`config.mk`:
```
export PLATFORM = sky130hd
export DESIGN_NAME = dbus_xfer_master
export DESIGN_NICKNAME = d
export VERILOG_FILES = /design/src/rtl/dbus_xfer_master.sv
export SDC_FILE = /design/constraint.sdc
export NUM_CORES = 1
export LEC_CHECK = 0
export CAP_MARGIN = 20
export CORE_MARGIN = 10
export CORE_UTILIZATION = 53
export DETAILED_ROUTE_END_ITERATION = 16
export HOLD_SLACK_MARGIN = 0.06
export MAX_ROUTING_LAYER = met4
export PLACE_DENSITY = 0.89
export SYNTH_ARGS = -nofsm -noshare
export SYNTH_HDL_FRONTEND = slang
export SYNTH_SLANG_ARGS = --single-unit
export TNS_END_PERCENT = 1
```
`constraint.sdc`:
```
create_clock -name clk -period 2.5 [get_ports clk]
set_clock_uncertainty 0.05 [all_clocks]
set_input_delay 0.25 -clock clk [delete_from_list [all_inputs] [get_ports clk]]
set_output_delay 0.25 -clock clk [all_outputs]
set_load 0.1 [all_outputs]
```
`src/rtl/dbus_xfer_master.sv`:
```
// Data-bus transfer master: turns a local go or a snoop hit on a modified line into
// a req/grant -> dgrant -> framed burst sequence, aborting with time_out on a stalled arbiter.
module dbus_xfer_master #(
  parameter int MAX_BEATS = 16,
  parameter int WB_BEATS  = 4,
  parameter int TIMEOUT   = 32,
  localparam int LW = $clog2(MAX_BEATS),
  localparam int BW = $clog2(MAX_BEATS + 1),
  localparam int TW = $clog2(TIMEOUT + 1)
) (
  input  logic          clk,
  input  logic          reset_n,
  input  logic          go,
  input  logic [LW-1:0] len,
  input  logic          snoop,
  input  logic          hit_modified,
  input  logic          grant,
  input  logic          dgrant,
  input  logic          dbusy_n,
  output logic          req,
  output logic          frame,
  output logic          dbus_enb,
  output logic          data_last,
  output logic          writeback,
  output logic          busy,
  output logic          time_out
);

  typedef enum logic [1:0] {IDLE, REQ, DGNT, XFER} state_t;

  localparam logic [BW-1:0] WB_LEN  = BW'(WB_BEATS);
  localparam logic [BW-1:0] MAX_LEN = BW'(MAX_BEATS);
  localparam logic [BW-1:0] ONE     = BW'(1);
  localparam logic [BW-1:0] TWO     = BW'(2);
  localparam logic [TW-1:0] TO_LAST = TW'(TIMEOUT - 1);

  state_t        state;
  logic [BW-1:0] remain;
  logic [TW-1:0] tcnt;
  logic          wb_pending;
  logic          hit;
  logic          tmo;
  logic          arb_win;
  logic [BW-1:0] go_len;

  assign hit      = snoop & hit_modified;
  assign go_len   = (len == '0) ? MAX_LEN : BW'(len);
  // tcnt counts completed waiting cycles; this is the last one allowed
  assign tmo      = (tcnt >= TO_LAST);
  assign arb_win  = (state == REQ) ? grant : dgrant;
  assign dbus_enb = frame;

  always_ff @(posedge clk or negedge reset_n) begin
    if (!reset_n) begin
      state      <= IDLE;
      remain     <= '0;
      tcnt       <= '0;
      wb_pending <= 1'b0;
      req        <= 1'b0;
      frame      <= 1'b0;
      data_last  <= 1'b0;
      writeback  <= 1'b0;
      busy       <= 1'b0;
      time_out   <= 1'b0;
    end else begin
      time_out <= 1'b0;
      if (hit) wb_pending <= 1'b1;
      unique case (state)
        IDLE: begin
          // a hit arriving this cycle is consumed by the writeback it launches
          if (wb_pending || hit) begin
            state      <= REQ;
            remain     <= WB_LEN;
            writeback  <= 1'b1;
            wb_pending <= 1'b0;
            req        <= 1'b1;
            busy       <= 1'b1;
            tcnt       <= '0;
          end else if (go) begin
            state     <= REQ;
            remain    <= go_len;
            writeback <= 1'b0;
            req       <= 1'b1;
            busy      <= 1'b1;
            tcnt      <= '0;
          end
        end
        REQ, DGNT: begin
          if (arb_win) begin
            tcnt <= '0;
            if (state == REQ) begin
              state <= DGNT;
            end else begin
              state     <= XFER;
              req       <= 1'b0;
              frame     <= 1'b1;
              data_last <= (remain == ONE);
            end
          end else if (tmo) begin
            state     <= IDLE;
            req       <= 1'b0;
            busy      <= 1'b0;
            writeback <= 1'b0;
            time_out  <= 1'b1;
            tcnt      <= '0;
            if (writeback) wb_pending <= 1'b1;
          end else begin
            tcnt <= tcnt + TW'(1);
          end
        end
        XFER: begin
          if (dbusy_n) begin
            if (remain <= ONE) begin
              state     <= IDLE;
              remain    <= '0;
              frame     <= 1'b0;
              data_last <= 1'b0;
              writeback <= 1'b0;
              busy      <= 1'b0;
            end else begin
              remain    <= remain - ONE;
              data_last <= (remain == TWO);
            end
          end
        end
      endcase
    end
  end

  a_last_in_frame: assert property (@(posedge clk) disable iff (!reset_n) data_last |-> frame);
  a_frame_no_req:  assert property (@(posedge clk) disable iff (!reset_n) frame |-> !req);
  a_tmo_no_frame:  assert property (@(posedge clk) disable iff (!reset_n) time_out |-> !frame);

endmodule

```
==> Word-level counts from Yosys, hierarchy flattened <==
Index checks and enable logic that the tools add are counted.
{ "totals": {"regBits": 20, "input_bits": 12, "out_inout_bits": 7, "elab_cells": 93} }
{ "op_classes": {"add_sub_neg": 2, "order_cmp": 2, "n_eq_ne": 14, "mux": 50, "bitwise": 1, "reduce_logical": 14} }
{ "op_table": {"columns": ["operator", "count"], "rows": [
  ["1-bit 2-to-1 mux", 26],
  ["5-bit 2-to-1 mux", 5],
  ["6-bit 2-to-1 mux", 4],
  ["2-bit 2-to-1 mux", 6],
  ["2-bit != test (second input constant)", 6],
  ["6-bit case mux with 2 select lines", 1],
  ["4-bit AND reduction", 3],
  ["5-bit case mux with 2 select lines", 1],
  ["5-bit AND reduction", 2],
  ["3-bit != test (second input constant)", 3],
  ["1-bit case mux with 2 select lines", 4],
  ["6-bit by 1-bit adder with 6-bit output (second input constant)", 1],
  ["6-bit by 5-bit >= comparator with 1-bit output (second input constant)", 1],
  ["1-bit case mux with 3 select lines", 2],
  ["2-bit case mux with 3 select lines", 1],
  ["2-bit nonzero test", 3],
  ["5-bit by 1-bit == test with 1-bit output (second input constant)", 1],
  ["5-bit by 2-bit == test with 1-bit output (second input constant)", 1],
  ["5-bit by 1-bit <= comparator with 1-bit output (second input constant)", 1],
  ["5-bit by 1-bit subtractor with 5-bit output (second input constant)", 1],
  ["2-bit == test (second input constant)", 2],
  ["4-bit zero test", 1],
  ["3-bit AND reduction", 1],
  ["2-bit by 1-bit == test with 1-bit output (second input constant)", 1],
  ["5 further kinds", 5]
]} }

==> Logic depth before layout (Yosys ltp) <==
{ "logic_depth": {"ltp_word": 6, "depth_mapped": 7, "ltp_nobuf": 6} }

==> Least setup slack after synthesis <==
No wires, ideal clock.
{ "synth_timing": {"kind": "flip-flop to flip-flop", "startpoint": "register state[1]", "endpoint": "register data_last", "arrival_ns": 1.744, "slack_ns": 0.575, "stages_incl_launch_ff": 8, "n_path_buf": 1, "synth_period_minus_slack_ns": 1.925, "cell_sequence": "dfrtp_1 > inv_1 > ha_1 > buf_2 > nor2_1 > or4_1 > a211oi_1 > a211oi_1"} }
{ "synth_via": {"elab_chain_len": 4} }
{ "synth_rtl": {"columns": ["element", "line_no", "source"], "rows": [
  ["start: declaration", "37", "state_t state;"],
  ["start signal: assignment", "55", "state <= IDLE;"],
  ["start signal: assignment", "72", "state <= REQ;"],
  ["start signal: assignment", "80", "state <= REQ;"],
  ["2-bit by 1-bit == test with 1-bit output or 2-bit == test (tied branches)", "50, 68, 91", null],
  ["2-bit OR reduction or 1-bit 2-to-1 mux (tied branches)", "68, 50", null],
  ["2-bit != test (no line) or 2-bit nonzero test (tied branches)", null, null],
  ["4-bit AND reduction (no line)", null, null],
  ["end signal: assignment", "97", "data_last <= (remain == ONE);"],
  ["end signal: assignment", "122", "data_last <= (remain == TWO);"],
  ["end: declaration", "23", "output logic data_last,"]
]} }
Parallel ways exist; a longest one is shown, timed or not.
A chain may end at the register's enable or synchronous reset.

==> Worst setup path after layout <==
Same ends and word-level chain as after synthesis.

==> tab_implementation.tex <==
\begin{tabular}{lr}
\hline
Metric & Value \\
\hline
\multicolumn{2}{l}{\textbf{Status}} \\
\quad Result of the run & finished clean \\
\multicolumn{2}{l}{\textbf{Clock network}} \\
\quad TritonCTS clock tree & built \\
\quad Clock transition time at the flip-flop clock pins of the worst setup and hold paths & 0.11 ns \\
\quad Clk root buf & clkbuf\_4 \\
\quad \# H-tree levels & 1 \\
\quad Count of hold-fix buffers inserted at cts & 0 \\
\quad Post-CTS setup buffers & 0 \\
\quad Number of buffers between clock root and the deepest sink & 2 \\
\quad Number of buffers created by CTS & 3 \\
\quad Clk sink count & 20 \\
\quad Clock insertion delay at the later pin of the skew report & 0.30 ns \\
\quad PostCTS Resize Cnt & 0 \\
\multicolumn{2}{l}{\textbf{Cells and area}} \\
\quad Total inserted antenna cells & 0 \\
\quad Total area of multi-input combinational cells & between 700 and 800 um2 \\
\quad Commonest non-fill, non-tap cell in the layout & dfrtp\_1 \\
\quad Leading cell types in the layout, fill and taps excluded & dfrtp\_1 (20), clkdlybuf4s50\_1 (11), nand2\_1 (10) \\
\quad Filler Cells Inserted & 177 \\
\quad Layout cell share with drive strength beyond 1 & 0.160 \\
\quad Final layout net count & 171 \\
\quad Area growth syn-to-layout & 16.5\% \\
\quad Fraction of the core area covered by cells at the end of the flow & 0.659 \\
\quad Sequential cell area in the final layout & between 500 and 600 um2 \\
\quad Layout Cells excl Fill & 178 \\
\multicolumn{2}{l}{\textbf{Worst setup path}} \\
\quad Crit path kind & flop to flop \\
\quad Worst path bufs/invs & 1 \\
\quad Most common cell on crit path & a211oi\_1 \\
\quad Reg2reg end & data\_last \\
\quad Largest delay share family, worst path & simple AND/OR/NAND/NOR gates \\
\quad Slowest Stage Delay on Critical Path & around 0.57 ns \\
\quad Startpoint kind of the worst setup timing path & flop \\
\quad Depth of the worst register-to-register path & 6 \\
\quad Critical-path cell with the highest stage delay & or4\_1 \\
\quad Slack of the worst reg-to-reg path & 0.34 ns \\
\quad Critical Path AT & 2.27 ns \\
\quad Required time of the worst setup path & 2.61 ns \\
\quad CP cell instances & inv\_1, ha\_1, nor2\_1, or4\_1, a211oi\_1, a211oi\_1 \\
\quad Maximum fanout count along the critical path & 9 \\
\quad Element type at the critical path end & flop \\
\quad Worst flop-to-flop path startpoint & state[1] \\
\multicolumn{2}{l}{\textbf{Routing}} \\
\quad First DRT Iteration DRCs & 55 \\
\quad Aggregate routed wire length & approximately 3000 um \\
\quad DRC violation count after routing & 0 \\
\quad Ratio of routed vias to standard cells & about 6.2 \\
\quad Routed via count & 1110 \\
\quad Routed wire length on met3 & 126 um \\
\quad Avg WL per Cell & 16.7 um \\
\quad Pre-Repair DR Iteration Count & 4 \\
\quad Met2 wire length & 1440 um \\
\quad Detailed-routing wirelength on met1 & 1320 um \\
\quad Highest routed layer & met4 \\
\quad Count of antenna-violating nets left after detailed routing & 0 \\
\multicolumn{2}{l}{\textbf{STA}} \\
\quad Achievable clock frequency & 0.463 GHz \\
\quad Aggregate negative setup slack & 0 ns \\
\quad Fin. max-slew vios & 0 \\
\quad Setup-violating endpoint count in the final report & 0 \\
\quad Fin. Hold Viols & 0 \\
\quad Slack of the critical path & 0.342 ns \\
\quad Measured slew at the worst slew-check pin & 0.499 ns \\
\quad Shortest clock period the worst path allows after layout & around 2.2 ns \\
\quad Unrepaired setup endpoints after global routing & no \\
\quad Normalized max-slew margin & 0.667 \\
\quad Post-route clock period utilization & 0.863 \\
\multicolumn{2}{l}{\textbf{Synth}} \\
\quad Count of warnings emitted by yosys & 0 \\
\quad Fraction of the mapped netlist area in simple logic gates & 0.185 \\
\quad Distinct cell type count after synthesis & 43 \\
\quad Share of synthesized registers carrying an async set or reset & 1.00 \\
\quad Mapped Avg Cell Area & 9.74 um2 \\
\quad Cell type with the largest total area after synthesis & dfrtp\_1 \\
\quad Number of enable flip-flop cells after synthesis & 0 \\
\quad Area share of the largest cell type after synthesis & 0.392 \\
\quad Biggest area contributors in the synthesized netlist & dfrtp\_1 (39\%), ha\_1 (6.9\%), nand2\_1 (2.9\%), o21ai\_0 (2.7\%), mux2\_2 (2.6\%) \\
\quad Cell count after synthesis & around 130 \\
\quad Synth Area in Compound Gates & 0.255 \\
\quad Sequential fraction of the synthesis area & 0.392 \\
\quad Post-Synth XOR/XNOR Area & 0 \\
\quad Synthesized flop and latch total & 20 \\
\quad Main combinational cell family by area after synthesis & compound AO/OA/AOI/OAI gates \\
\quad Post-Synth Adder-Cell Area & 0.0686 \\
\quad Synthesized Nets & 150 \\
\quad Netlist area before placement & roughly 1300 um2 \\
\quad Proportion of synthesized area in mux cells & 0.0618 \\
\quad Most used DFF post-synth & dfrtp\_1 \\
\multicolumn{2}{l}{\textbf{Placement}} \\
\quad Cell Count Post-Placement & 175 \\
\quad Post-DP HPWL & 2340 um \\
\quad Setup slack after placement & 0.356 ns \\
\quad \# port buffers & 18 \\
\quad Global placer's final weighted congestion & 0.932 \\
\multicolumn{2}{l}{\textbf{Die}} \\
\quad Num ports & 19 \\
\quad Placement row count & 17 \\
\quad Starting Density & 0.566 \\
\quad Area enclosed by the die boundary & around 4800 um2 \\
\quad Width of the chip & 69.1 um \\
\quad Placeable core area & 2250 um2 \\
\quad Floorplan die height & around 70 um \\
\multicolumn{2}{l}{\textbf{Job}} \\
\quad Maximum capacitance violations & 0 \\
\multicolumn{2}{l}{\textbf{Power and ir drop}} \\
\quad Leakage Power & $\sim$0.66 nW \\
\quad VDD IR max & around 1 mV \\
\quad Pwr dens & $\sim$1400 nW/um2 \\
\quad Power after layout & 0.00211 W \\
\multicolumn{2}{l}{\textbf{Global route}} \\
\quad Number of global-route vias before repair & $\sim$1100 \\
\quad Grt ovf & 0 \\
\quad First-pass GRT wire length & 5100 um \\
\quad Pin count of the biggest net entering global routing & 21 \\
\quad Overall track demand over capacity in global routing & 0.126 \\
\quad Number of antenna violations at the first check in global routing & 0 \\
\multicolumn{2}{l}{\textbf{Worst hold path}} \\
\quad Worst hold path type & input port to async pin \\
\hline
\end{tabular}
[flip-flops by register name, indices dropped and copies added, names as in the netlist]
signal / cells
busy: 1
remain: 5
data_last: 1
wb_pending: 1
req: 1
tcnt: 6
dbus_enb: 1
time_out: 1
state: 2
writeback: 1
[report_power, final]
| group | internal (W) | total (W) | switching (W) | leakage, nW |
|---|---|---|---|---|
| registers | 0.000433 | 0.000532 | 0.0000989 | 0.256 |
| clock network | 0.0000562 | 0.000152 | 0.0000963 | 0.0138 |
| logic | 0.000494 | 0.00143 | 0.000933 | 0.388 |
[layer usage]
layer / vias up / track usage
met5: - / -
met3: 11 / 0.0228
met2: 34 / 0.197
li1: 533 / -
met4: 0 / 0.0621
met1: 532 / 0.153
[stage by stage]
stage / hold slack [ns] / area (um2)
after floorplan: -0.0956 / 1280
after global placement: 0.439 / 1460
after detailed placement: 0.458 / 1460
after CTS: 0.232 / 1490
after global routing: 0.253 / 1490
final: 0.217 / 1490
[synthesized netlist by cell type, types with 4 or more instances]
cell type  number
dfrtp_1        20
nand2_1        10
inv_1           8
ha_1            7
nor2_1          7
o21ai_0         7
a21oi_1         6
nand3_1         5
nor2b_1         5
nor3_1          4
[how the worst max path moves through the flow]
stage / startpoint / endpoint / cells past startpoint
final: state[1] / data_last / 6
after global routing: state[1] / data_last / 6
after CTS: state[1] / data_last / 6
after detailed placement: state[1] / data_last / 6
after global placement: state[1] / data_last / 6
after floorplan: state[1] / data_last / 7
[area by class of cell]
cell class / instances / share of cell area
Sequential cell: 20 / 0.337
Clock buffer: 3 / 0.0152
Multi-Input combinational cell: 100 / 0.490
Timing Repair Buffer: 19 / 0.114
Inverter: 8 / 0.0202
Tap cell: 28 / 0.0236
[cell families after synthesis]
family          Yosys count
compound gates           42
mux                       7
fa+ha+maj                 7
flops                    20
simple gates             44
buf+inv                  11
(Power assumes the default switching activity.)
